## src/rtl/pooled_act_read_scheduler_pkg.sv

```systemverilog
`default_nettype none
// ============================================================================
// Module   : pooled_act_read_scheduler_pkg
// Brief    : Shared types, constants and helpers for the pooled activation
//            read scheduler.
// Revision : 1.0 - initial release
// ============================================================================
package pooled_act_read_scheduler_pkg;

    localparam int NIBBLES_PER_WORD = 8;
    localparam int DEF_ACT_W        = 4;

    typedef enum logic [2:0] {
        S_IDLE      = 3'd0,
        S_LAUNCH    = 3'd1,
        S_WAIT_DONE = 3'd2,
        S_SERVE     = 3'd3,
        S_HOLD      = 3'd4,
        S_RETURN    = 3'd5
    } sched_state_t;

    // Requester count is capped at 8, so a fixed 8-bit one-hot covers every case.
    function automatic logic [2:0] onehot2idx(input logic [7:0] oh);
        logic [2:0] idx;
        idx = '0;
        for (int i = 0; i < 8; i++) begin
            if (oh[i]) begin
                idx = idx | 3'(i);
            end
        end
        return idx;
    endfunction

endpackage
`default_nettype wire

```

## src/rtl/pooled_act_read_scheduler_if.sv

```systemverilog
`default_nettype none
// ============================================================================
// Module   : pooled_act_read_scheduler_if
// Brief    : Stage control, stage read port and requester bus bundled together.
// Revision : 1.0 - initial release
// ============================================================================
interface pooled_act_read_scheduler_if
    import pooled_act_read_scheduler_pkg::*;
#(
    parameter int NUM_REQ = 2,
    parameter int ADDR_W  = 32,
    parameter int ACT_W   = DEF_ACT_W
);
    logic                      start;
    logic                      stage_start;
    logic                      stage_done;
    logic [ADDR_W-1:0]         stage_addr;
    logic [ACT_W-1:0]          stage_data;
    logic [NUM_REQ-1:0]        req;
    logic [NUM_REQ*ADDR_W-1:0] req_addr;
    logic [NUM_REQ-1:0]        gnt;
    logic [NUM_REQ-1:0]        rvalid;
    logic [ACT_W-1:0]          rdata;
    logic                      data_ready;
    logic                      busy;

    modport master (
        input  start, stage_done, stage_data, req, req_addr,
        output stage_start, stage_addr, gnt, rvalid, rdata, data_ready, busy
    );

    modport slave (
        output start, stage_done, stage_data, req, req_addr,
        input  stage_start, stage_addr, gnt, rvalid, rdata, data_ready, busy
    );
endinterface
`default_nettype wire

```

## src/rtl/pooled_act_read_scheduler_rr_arbiter.sv

```systemverilog
`default_nettype none
// ============================================================================
// Module   : pooled_act_read_scheduler_rr_arbiter
// Brief    : Round-robin arbiter; the search starts just after the last grant.
// Revision : 1.0 - initial release
// ============================================================================
module pooled_act_read_scheduler_rr_arbiter
    import pooled_act_read_scheduler_pkg::*;
#(
    parameter int N = 2,
    localparam int IDX_W = $clog2(N)
) (
    input  wire logic             clk,
    input  wire logic             resetn,
    input  wire logic [N-1:0]     req_i,
    input  wire logic             advance_i,
    output logic      [N-1:0]     gnt_onehot_o,
    output logic      [IDX_W-1:0] gnt_idx_o
);

    logic [IDX_W-1:0] last_q;
    logic [IDX_W-1:0] scan;
    logic             found;

    always_comb begin
        gnt_onehot_o = '0;
        found        = 1'b0;
        scan         = last_q;
        for (int k = 0; k < N; k++) begin
            scan = (scan == IDX_W'(N - 1)) ? '0 : scan + IDX_W'(1);
            if (!found && req_i[scan]) begin
                gnt_onehot_o[scan] = 1'b1;
                found              = 1'b1;
            end
        end
    end

    assign gnt_idx_o = IDX_W'(onehot2idx(8'(gnt_onehot_o)));

    // Pointer starts at N-1 so requester 0 is first after reset.
    always_ff @(posedge clk or negedge resetn) begin
        if (!resetn) begin
            last_q <= IDX_W'(N - 1);
        end else if (advance_i) begin
            last_q <= gnt_idx_o;
        end
    end

endmodule
`default_nettype wire

```

## src/rtl/pooled_act_read_scheduler.sv

```systemverilog
`default_nettype none
// ============================================================================
// Module   : pooled_act_read_scheduler
// Brief    : Launches one pooling stage, then shares its activation read port
//            among NUM_REQ consumers, one read per READ_LAT+1 cycles.
// Revision : 1.0 - initial release
// ============================================================================
module pooled_act_read_scheduler
    import pooled_act_read_scheduler_pkg::*;
#(
    parameter int NUM_REQ  = 2,
    parameter int ADDR_W   = 32,
    parameter int ACT_W    = DEF_ACT_W,
    parameter int READ_LAT = 1
) (
    input  wire logic                   clk,
    input  wire logic                   resetn,
    pooled_act_read_scheduler_if.master bus
);

    localparam int IDX_W = $clog2(NUM_REQ);
    localparam int CNT_W = $clog2(READ_LAT + 1);
    localparam logic [CNT_W-1:0] C_LAST_CNT = CNT_W'(READ_LAT - 1);

    sched_state_t       state_q, state_d;
    logic [CNT_W-1:0]   cnt_q, cnt_d;
    logic [ADDR_W-1:0]  addr_q, addr_d;
    logic [IDX_W-1:0]   gidx_q, gidx_d;
    logic [ACT_W-1:0]   rdata_q, rdata_d;
    logic [NUM_REQ-1:0] rvalid_q, rvalid_d;
    logic               ready_q, ready_d;
    logic               pend_q, pend_d;

    logic [ADDR_W-1:0]  w_req_addr [NUM_REQ];
    logic [NUM_REQ-1:0] w_arb_onehot;
    logic [IDX_W-1:0]   w_arb_idx;
    logic               w_grant_ok;
    logic               w_grant;

    for (genvar i = 0; i < NUM_REQ; i++) begin : g_req_addr
        assign w_req_addr[i] = bus.req_addr[i*ADDR_W +: ADDR_W];
    end

    pooled_act_read_scheduler_rr_arbiter #(
        .N (NUM_REQ)
    ) u_arb (
        .clk          (clk),
        .resetn       (resetn),
        .req_i        (bus.req),
        .advance_i    (w_grant),
        .gnt_onehot_o (w_arb_onehot),
        .gnt_idx_o    (w_arb_idx)
    );

    // A start (fresh or latched) always beats a grant in the same cycle.
    assign w_grant_ok = !bus.start &&
                        ((state_q == S_SERVE) || (state_q == S_RETURN && !pend_q));
    assign w_grant    = w_grant_ok && (|bus.req);

    always_comb begin
        state_d  = state_q;
        cnt_d    = cnt_q;
        addr_d   = addr_q;
        gidx_d   = gidx_q;
        rdata_d  = rdata_q;
        rvalid_d = '0;
        ready_d  = ready_q;
        pend_d   = pend_q;

        case (state_q)
            S_IDLE: begin
                if (bus.start) begin
                    state_d = S_LAUNCH;
                    ready_d = 1'b0;
                end
            end
            S_LAUNCH: begin
                state_d = S_WAIT_DONE;
            end
            S_WAIT_DONE: begin
                if (bus.stage_done) begin
                    state_d = S_SERVE;
                    ready_d = 1'b1;
                end
            end
            S_SERVE: begin
                if (bus.start) begin
                    state_d = S_LAUNCH;
                    ready_d = 1'b0;
                end else if (w_grant) begin
                    state_d = S_HOLD;
                    addr_d  = w_req_addr[w_arb_idx];
                    gidx_d  = w_arb_idx;
                    cnt_d   = '0;
                end
            end
            S_HOLD: begin
                if (bus.start) begin
                    pend_d = 1'b1;
                end
                if (cnt_q == C_LAST_CNT) begin
                    state_d = S_RETURN;
                end else begin
                    cnt_d = cnt_q + CNT_W'(1);
                end
            end
            S_RETURN: begin
                rdata_d          = bus.stage_data;
                rvalid_d[gidx_q] = 1'b1;
                if (bus.start || pend_q) begin
                    state_d = S_LAUNCH;
                    ready_d = 1'b0;
                    pend_d  = 1'b0;
                end else if (w_grant) begin
                    state_d = S_HOLD;
                    addr_d  = w_req_addr[w_arb_idx];
                    gidx_d  = w_arb_idx;
                    cnt_d   = '0;
                end else begin
                    state_d = S_SERVE;
                end
            end
            default: begin
                state_d = S_IDLE;
            end
        endcase
    end

    always_ff @(posedge clk or negedge resetn) begin
        if (!resetn) begin
            state_q  <= S_IDLE;
            cnt_q    <= '0;
            addr_q   <= '0;
            gidx_q   <= '0;
            rdata_q  <= '0;
            rvalid_q <= '0;
            ready_q  <= 1'b0;
            pend_q   <= 1'b0;
        end else begin
            state_q  <= state_d;
            cnt_q    <= cnt_d;
            addr_q   <= addr_d;
            gidx_q   <= gidx_d;
            rdata_q  <= rdata_d;
            rvalid_q <= rvalid_d;
            ready_q  <= ready_d;
            pend_q   <= pend_d;
        end
    end

    assign bus.stage_start = (state_q == S_LAUNCH);
    assign bus.stage_addr  = addr_q;
    assign bus.gnt         = w_grant ? w_arb_onehot : '0;
    assign bus.rvalid      = rvalid_q;
    assign bus.rdata       = rdata_q;
    assign bus.data_ready  = ready_q;
    assign bus.busy        = (state_q == S_LAUNCH) || (state_q == S_WAIT_DONE) ||
                             (state_q == S_HOLD)   || (state_q == S_RETURN);

endmodule
`default_nettype wire

```

## src/flat_wrapper.sv

```systemverilog
// flat-port wrapper written by rule: the top's interface ports become plain ports
module pooled_act_read_scheduler_flat import pooled_act_read_scheduler_pkg::*;
#(
    parameter int NUM_REQ  = 2,
    parameter int ADDR_W   = 32,
    parameter int ACT_W    = DEF_ACT_W,
    parameter int READ_LAT = 1
)
  (clk, resetn, bus_start, bus_stage_done, bus_stage_data, bus_req, bus_req_addr, bus_stage_start, bus_stage_addr, bus_gnt, bus_rvalid, bus_rdata, bus_data_ready, bus_busy);
  pooled_act_read_scheduler_if #(.NUM_REQ(NUM_REQ), .ADDR_W(ADDR_W), .ACT_W(ACT_W)) bus_i ();
  input  wire logic clk;
  input  wire logic resetn;
  input wire logic [$bits(bus_i.start)-1:0] bus_start;
  input wire logic [$bits(bus_i.stage_done)-1:0] bus_stage_done;
  input wire logic [$bits(bus_i.stage_data)-1:0] bus_stage_data;
  input wire logic [$bits(bus_i.req)-1:0] bus_req;
  input wire logic [$bits(bus_i.req_addr)-1:0] bus_req_addr;
  output wire logic [$bits(bus_i.stage_start)-1:0] bus_stage_start;
  output wire logic [$bits(bus_i.stage_addr)-1:0] bus_stage_addr;
  output wire logic [$bits(bus_i.gnt)-1:0] bus_gnt;
  output wire logic [$bits(bus_i.rvalid)-1:0] bus_rvalid;
  output wire logic [$bits(bus_i.rdata)-1:0] bus_rdata;
  output wire logic [$bits(bus_i.data_ready)-1:0] bus_data_ready;
  output wire logic [$bits(bus_i.busy)-1:0] bus_busy;
  assign bus_i.start = bus_start;
  assign bus_i.stage_done = bus_stage_done;
  assign bus_i.stage_data = bus_stage_data;
  assign bus_i.req = bus_req;
  assign bus_i.req_addr = bus_req_addr;
  assign bus_stage_start = bus_i.stage_start;
  assign bus_stage_addr = bus_i.stage_addr;
  assign bus_gnt = bus_i.gnt;
  assign bus_rvalid = bus_i.rvalid;
  assign bus_rdata = bus_i.rdata;
  assign bus_data_ready = bus_i.data_ready;
  assign bus_busy = bus_i.busy;
  pooled_act_read_scheduler #(.NUM_REQ(NUM_REQ), .ADDR_W(ADDR_W), .ACT_W(ACT_W), .READ_LAT(READ_LAT)) u_core (.clk(clk), .resetn(resetn), .bus(bus_i));
endmodule
```

## config.mk

```make
export PLATFORM = sky130hd
export DESIGN_NAME = pooled_act_read_scheduler_flat
export DESIGN_NICKNAME = d
export VERILOG_FILES = /design/src/rtl/pooled_act_read_scheduler_pkg.sv /design/src/rtl/pooled_act_read_scheduler_if.sv /design/src/rtl/pooled_act_read_scheduler_rr_arbiter.sv /design/src/rtl/pooled_act_read_scheduler.sv /design/src/flat_wrapper.sv
export SDC_FILE = /design/constraint.sdc
export NUM_CORES = 1
export LEC_CHECK = 0
export ABC_CLOCK_PERIOD_IN_PS = 2300
export BUFFER_PORTS_ARGS = -buffer_cell sky130_fd_sc_hd__buf_2
export CORE_UTILIZATION = 48
export DETAILED_ROUTE_END_ITERATION = 10
export PLACE_DENSITY = 0.84
export SYNTH_ARGS = -nofsm -noshare
export SYNTH_HDL_FRONTEND = slang
export SYNTH_SLANG_ARGS = --single-unit
```

## constraint.sdc

```tcl
create_clock -name clk -period 2.3 [get_ports clk]
set_input_delay 0.575 -clock clk [delete_from_list [all_inputs] [get_ports clk]]
set_output_delay 0.575 -clock clk [all_outputs]
set_load 0.02 [all_outputs]
```

# After elaboration in Yosys (flattened, before gate mapping)
# Cells that the tools add are included.
[op_classes] n_eq_ne=14 reduce_logical=27 n_lt_le_gt_ge=7 muxes=48 addsub=3 bitwise=2
[op_table] operator="$mux W32" n=6
[op_table] operator="$pmux W32 S2" n=1
[op_table] operator="$mux W1" n=22
[op_table] operator="$mux W3" n=7
[op_table] operator="$pmux W3 S6" n=1
[op_table] operator="$ne A2 B2 Y1 const B" n=7
[op_table] operator="$reduce_and A3 Y1" n=3
[op_table] operator="$mux W2" n=4
[op_table] operator="$reduce_and A4 Y1" n=2
[op_table] operator="$logic_and A1 B1 Y1" n=7
[op_table] operator="$eq A3 B2 Y1 const B" n=2
[op_table] operator="$eq A3 B3 Y1 const B" n=2
[op_table] operator="$lt A1 B2 Y1 const B" n=3
[op_table] operator="$pmux W1 S3" n=2
[op_table] operator="$reduce_bool A3 Y1" n=2
[op_table] operator="$logic_or A1 B1 Y1" n=5
[op_table] operator="$pmux W1 S2" n=2
[op_table] operator="$reduce_bool A2 Y1" n=2
[op_table] operator="$reduce_or A2 Y1" n=2
[op_table] operator="$add A1 B1 Y1 const B" n=3
[op_table] operator="$demux W1 S1" n=3
[op_table] operator="$eq A3 B1 Y1 const B" n=1
[op_table] operator="$ge A1 B1 Y1 const B" n=3
[op_table] operator="$logic_not A1 Y1" n=3
[op_table] operator="other kinds (6)" n=6
[totals] output_inout_bits=43 wordCells=110 in_bits=74 regBits=46

# Longest topological paths before layout
# Gate-level depths: netlist of run 1.
[depth] word_depth=18 ltp_mapped=7 mapped_depth_nobuf=4

# Cells and area by module
# A second synthesis of run 1 with hierarchy kept.
[hier_totals] cells_unflattened=204 area_unflattened_um2=2154.6
[modules_own_cells] module="pooled_act_read_scheduler" seq_area_each_um2=1101.1 area_per_inst_um2=2083.2 cells_per_inst=198 instances=1
[modules_own_cells] module="pooled_act_read_scheduler_rr_arbiter" seq_area_each_um2=26.3 area_per_inst_um2=71.3 cells_per_inst=6 instances=1

# Least setup slack after synthesis of run 1
# OpenSTA, ideal clock, no wires.
[synth_path] kind="input -> output" start="input bus_start" end="output bus_gnt[0]" required_time_ns=1.725 n_path_buf=2 arrival_ns=1.508 stages=5 path_slack_ns=0.217 cell_sequence="nor2b_1 > o221ai_2 > buf_6 > buf_6 > nor2_1"
[synth_between] elab_chain_cells=4
[synth_lines] element="from (decl)" line="flat_wrapper.sv:13" text="input wire logic [$bits(bus_i.start)-1:0] bus_start;"
[synth_lines] element="$logic_not A1 Y1" line="pooled_act_read_scheduler.sv:56" text="assign w_grant_ok = !bus.start &&"
[synth_lines] element="$logic_and A1 B1 Y1" line="pooled_act_read_scheduler.sv:56"
[synth_lines] element="$logic_and A1 B1 Y1" line="pooled_act_read_scheduler.sv:58" text="assign w_grant = w_grant_ok && (|bus.req);"
[synth_lines] element="$mux W2" line="pooled_act_read_scheduler.sv:153" text="assign bus.gnt = w_grant ? w_arb_onehot : '0;"
[synth_lines] element="to (decl)" line="flat_wrapper.sv:20" text="output wire logic [$bits(bus_i.gnt)-1:0] bus_gnt;"
# No other way between the ends.

# Worst setup path after layout of run 1
[layout_path] start="register u_core.state_q[2]" end="output bus_gnt[1]"
[layout_between] elab_chain_cells=6 word_cells_on_any_way=7 classes_between="2 x eq/ne; 1 x mux; 4 x reduce/logical"
[layout_lines] element="from (decl)" line="pooled_act_read_scheduler.sv:25" text="sched_state_t state_q, state_d;"
[layout_lines] element="from (signal assigned)" line="pooled_act_read_scheduler.sv:140" text="state_q <= state_d;"
[layout_lines] element="$eq A3 B3 Y1" line="pooled_act_read_scheduler.sv:57" text="((state_q == S_SERVE) || (state_q == S_RETURN && !pend_q));"
[layout_lines] element="$logic_and A1 B1 Y1" line="pooled_act_read_scheduler.sv:57"
[layout_lines] element="$logic_or A1 B1 Y1 *" line="pooled_act_read_scheduler.sv:57"
[layout_lines] element="$logic_and A1 B1 Y1 *" line="pooled_act_read_scheduler.sv:56"
[layout_lines] element="$logic_and A1 B1 Y1 *" line="pooled_act_read_scheduler.sv:58"
[layout_lines] element="$mux W2 *" line="pooled_act_read_scheduler.sv:153"
# Mark *: on every way between the ends. The rest lies on a longest branch, timed or not.

==> out/metrics.cfg, run 1 <==
[yosys]
synth_top_area_share_pct = 49.5
synth_warnings = 0
synth_top_cell_by_area = dfrtp_1
netlist_area_sq_um = 2220
ys.flop_type = dfrtp_1
ys_types = 33
synth_most_common_cell = dfrtp_1
yosys-top-cells-area = dfrtp_1, mux2i_1, nand2_1, o21ai_0, o21ai_2
ys_seq_elements = 45
synthArstFlopShare_pct = 100
syn-num-nets = 282
synth-edff-count = 0
synth_seq_area_share_pct = 50.7
syn_avg_cell_area_sq_um = 10.7
syn_inst = 208
synth_common_cells = dfrtp_1, nand2_1, mux2i_1

[sta]
period_needed_ns = 2.18
rsz0062_at_grt = false
clock.fmax_mhz = 459
slew_headroom_pct = 50.7
slew_viol_final = 0
period_share_pct = 94.8
worst_pin_slew_ns = 0.739
hold_viol_final = 0
finClkSkew_ns = 0.00232
setup_viol = 0
setup_total_negative_slack_ns = 0

[power_and_ir_drop]
power.leakage_nw = 1.60
power_density_nw_per_um2 = 1280
ir_worst_vdd_v = 0.000708

[route]
drtIter0Drc = 96
post_drt_wl_per_cell_um = 12.8
avgViaCountPerCell = 5.01
routed_wl_mm = 4.83
route.detailed.drc = 0
ant_nets = 0
first_pass_iters = 4
via_count = 1893

[grt]
grt_max_degree = 66
globalRouteOverflowTotal = 0
antenna_found_initial = 0
grt_pass1_wl_mm = 7.74
grt_pass1_vias = 1777
grt_use_total_pct = 20.0

[setup_path]
crit_type = flip-flop to primary output
critical_path_arrival_ns = 1.61
endpoint_kind = primary output
path_max_fanout = 11
r2r-start = u_core.state_q[2]
worstSetupStartpoint = u_core.state_q[2]
required_ns = 1.73
startpoint_type = flip-flop

[cts]
cts_tree = yes
path_clk_slew_ns = 0.08
clock-root-buffer = clkbuf_8
clock_latency_ns = 0.29
cts_buffer_depth = 2
htreeDepth = 2
numClockSinks = 45
cts_buffers = 5
post-cts-setup-buffer-count = 0

[worst_hold_path]
hold_class = primary input to asynchronous set/reset pin

[floorplanning]
start_util_pct = 50.3
die_x_um = 70.0
io_pins = 117
rows = 24
die_area_sq_um = 4910
die_y_um = 70.0
core_sq_um = 4410

[layout]
final_cell_area_sq_um = 2970
syn2layout_area_growth_pct = 33.7
nets = 399
n_antenna_cell = 0
final_util_pct = 67.3
drive_gt1_share_pct = 45.7

[flow_run]
maxCapViolCount = 0

[placed_design]
detailed_place_hpwl_mm = 3.77
portBuffers = 116
placed_cell_area_sq_um = 2840
gp_congestion = 0.857

[run_status]
status = finished clean

state kept, by name, indices dropped and copies added (netlist names):
register / cells
u_core.bus.data_ready: 1
u_core.bus.rdata: 4
u_core.bus.rvalid: 2
u_core.bus.stage_addr: 32
u_core.gidx_q: 1
u_core.pend_q: 1
u_core.state_q: 3
u_core.u_arb.last_q: 1
cell usage in the layout (no fill, tap or decap), types with 2 or more instances in the layout:
cell type  count
clkbuf_8       5
xnor2_1        2
o21ai_2        7
nand2_1       36
a21o_1         2
nor2_1        10
mux2i_1       33
a21oi_1        6
bufinv_16      2
o2bb2ai_1      2
mux2_2         4
buf_2        116
and2_1         2
o21ai_0       24
nor2b_1        2
buf_4          8
o22ai_1        2
o21ai_1        3
dfrtp_1       43
nand2b_1       2
metrics by stage:
stage          setup slack, ns  hold WS [ns]  cells  total power, mW
2_1_floorplan            0.217         0.279    208             2.57
3_3_place_gp             0.328         0.453    370             3.08
3_5_place_dp             0.308         0.459    370             3.15
4_1_cts                 0.0716         0.367    378             3.84
5_1_grt                 0.0327         0.400    378             4.07
6_report                 0.120         0.342    378             3.80
final cells by class:
class | count | area, sq um
Fill cell | 383 | 1440
Clock inverter | 3 | 65.1
Timing Repair Buffer | 124 | 641
Sequential cell | 45 | 1130
Multi-Input combinational cell | 148 | 998
Clock buffer | 5 | 68.8
Inverter | 1 | 3.75
Tap cell | 52 | 65.1
worst max-delay path: stages, from the launching register on:
cell and delay [ns]:
dfrtp_2 0.48, and2b_1 0.33, o21a_1 0.20, and2_1 0.15
buf_2 0.16
power by group:
part	switching [mW]	internal (mW)
clock network	0.252	0.431
registers	0.211	1.15
logic	1.07	0.684
final timing paths:
kind	endpoint	slack, ns	cells past startpoint
worst min-delay path	u_core.bus.stage_addr[24]	0.34	1
min in group clk	u_core.bus.stage_addr[2]	0.48	2
max in group asynchronous	u_core.state_q[2]	1.35	2
worst min register to register	u_core.bus.stage_addr[2]	0.48	2
worst max register to register	u_core.bus.stage_addr[1]	0.50	4
worst max-delay path	bus_gnt[1]	0.12	4
per-layer routing:
layer	up-vias	part of all wire [%]	track usage [%]	wire length, um
li1	954	-	-	-
met3	6	7.5	4.62	364
met5	-	0	0	0
met2	93	50	36.5	2400
met4	0	1.0	5.33	49
met1	840	42	23.3	2020
cells by family after synthesis:
family	share of synthesized area [%]
AND/OR/NAND/NOR	11.7
XOR/XNOR	0.788
buffers and inverters	5.18
flip-flops	50.7
AO/OA/AOI/OAI	14.8
multiplexers	16.9
what timing repair did:
item,CTS,global route
gates resized for setup,0,1
endpoints found under the setup margin,0,1
hold buffers,0,0
endpoints found under the hold margin,0,0
(Power assumes the default switching activity.)
==> inputs of run 2 (changes only) <==
--- a/config.mk
+++ b/config.mk
@@ -9,6 +9,7 @@
 export BUFFER_PORTS_ARGS = -buffer_cell sky130_fd_sc_hd__buf_2
 export CORE_UTILIZATION = 48
 export DETAILED_ROUTE_END_ITERATION = 10
+export MAX_ROUTING_LAYER = met4
 export PLACE_DENSITY = 0.84
 export SYNTH_ARGS = -nofsm -noshare
 export SYNTH_HDL_FRONTEND = slang
==> run 2 against run 1 <==
Clock-buffer cell count is the same. Clock skew is essentially flat. Clock power is essentially flat. Utilization is the same. Largest cell class unchanged. First-iteration DRC count grew 9.4%. Critical path type unchanged. Largest power group unchanged. Non-clock buffer count is the same. Setup slack gained 0.00057 ns. Worst hold slack lost 0.0011 ns. Final area is the same. Wire length grew 0.25%. Sequential share of layout area is the same. Critical path depth is the same.
==> out/metrics.cfg, run 2 (synthesis gave the netlist of run 1 again) <==
[grt]
grt_use_total_pct = 20.5
grt_pass1_vias = 1783
antenna_found_initial = 0
grt_max_degree = 66
globalRouteOverflowTotal = 0
grt_pass1_wl_mm = 7.74

[route]
avgViaCountPerCell = 5.02
via_count = 1899
first_pass_iters = 4
routed_wl_mm = 4.84
drtIter0Drc = 105
ant_nets = 0
post_drt_wl_per_cell_um = 12.8
route.detailed.drc = 0

[sta]
period_needed_ns = 2.18
hold_viol_final = 0
period_share_pct = 94.8
finClkSkew_ns = 0.00240
slew_viol_final = 0
worst_pin_slew_ns = 0.737
clock.fmax_mhz = 459
slew_headroom_pct = 50.9
setup_viol = 0
rsz0062_at_grt = false
setup_total_negative_slack_ns = 0

[placed_design]
gp_congestion = 0.870
portBuffers = 116
detailed_place_hpwl_mm = 3.77

[cts]
cts_buffer_depth = 2
htreeDepth = 2
clock_latency_ns = 0.29
cts_tree = yes
path_clk_slew_ns = 0.08
post-cts-setup-buffer-count = 0
cts_buffers = 5
clock-root-buffer = clkbuf_8
numClockSinks = 45

[setup_path]
crit_chain = and2b_1 -> o21a_1 -> and2_1 -> buf_2
crit_type = flip-flop to primary output
crit_path_top_delay_cell = dfrtp_2
crit_path_max_incr_delay_ns = 0.48
path_max_fanout = 11
critical_path_arrival_ns = 1.60
required_ns = 1.73
startpoint_type = flip-flop
endpoint_kind = primary output

[flow_run]
maxCapViolCount = 0

[layout]
syn2layout_area_growth_pct = 33.7
n_antenna_cell = 0
largest_register_ffs = 32
final_util_pct = 67.3
final_cell_mix = buf_2, dfrtp_1, nand2_1, mux2i_1, o21ai_0
mostFrequentLayoutCell = buf_2
nets = 399
drive_gt1_share_pct = 45.7

[floorplanning]
rows = 24
start_util_pct = 50.3
io_pins = 117
die_area_sq_um = 4910
core_sq_um = 4410
die_y_um = 70.0
die_x_um = 70.0

[worst_hold_path]
hold_class = primary input to asynchronous set/reset pin

[run_status]
status = finished clean

[power_and_ir_drop]
ir_worst_vdd_v = 0.000710
power.leakage_nw = 1.60
power_density_nw_per_um2 = 1280

## run 2: cell counts in the layout (fill, tap and decap cells not counted)
No cell type changed its count.
## run 2: area by class of cell
class | instances | area [sq um]
sequential | 45 | 1130
clock inverter | 3 | 65.1
clock buffer | 5 | 68.8
timing repair buffer | 124 | 641
multi-input combinational | 148 | 998
inverter | 1 | 3.75
fill | 383 | 1440
tap | 52 | 65.1
## run 2: layer usage
layer,vias to the layer above,global-route usage [%],share of wire [%]
met5,-,-,0
met4,0,5.33,0.99
met3,6,4.04,7.1
met2,93,36.5,50
met1,846,23.7,42
li1,954,-,-
## run 2: path summary, 6_finish.rpt
| check | startpoint | to | slack (ns) | depth (start not counted) |
|---|---|---|---|---|
| setup reg to reg | u_core.state_q[2] | u_core.bus.stage_addr[1] | 0.50 | 4 |
| min in group clk | u_core.bus.stage_addr[2] | u_core.bus.stage_addr[2] | 0.48 | 2 |
| max in group asynchronous | resetn | u_core.state_q[2] | 1.35 | 2 |
| hold reg to reg | u_core.bus.stage_addr[2] | u_core.bus.stage_addr[2] | 0.48 | 2 |
| hold / removal | resetn | u_core.bus.stage_addr[24] | 0.34 | 1 |
| setup / recovery | u_core.state_q[2] | bus_gnt[1] | 0.12 | 4 |
## run 2: what timing repair did
item                                    4_1_cts  5_1_grt
endpoints found under the setup margin        0        1
hold buffers                                  0        0
resized for setup                             0        1
## run 2: worst max-delay path: cells and delay by family, from the launching register on
kind / cells / cell delay (ns)
simple gates: 2 / 0.48
buf+inv: 1 / 0.16
compound gates: 1 / 0.20
flops: 1 / 0.48
## run 2: per-stage QoR
step	power, mW	hold slack (ns)	area [sq um]	setup slack (ns)	instances
final	3.80	0.341	2970	0.120	378
after global routing	4.07	0.400	2970	0.0327	378
after CTS	3.84	0.367	2970	0.0716	378
after detailed placement	3.15	0.459	2840	0.308	370
after global placement	3.08	0.453	2840	0.328	370
after floorplan	2.57	0.279	2220	0.217	208
## run 2: power breakdown
group	switching, mW	total (mW)	internal [mW]
Clock	0.253	0.684	0.431
Combinational	1.07	1.76	0.685
Sequential	0.211	1.36	1.15
Total	1.54	3.80	2.26
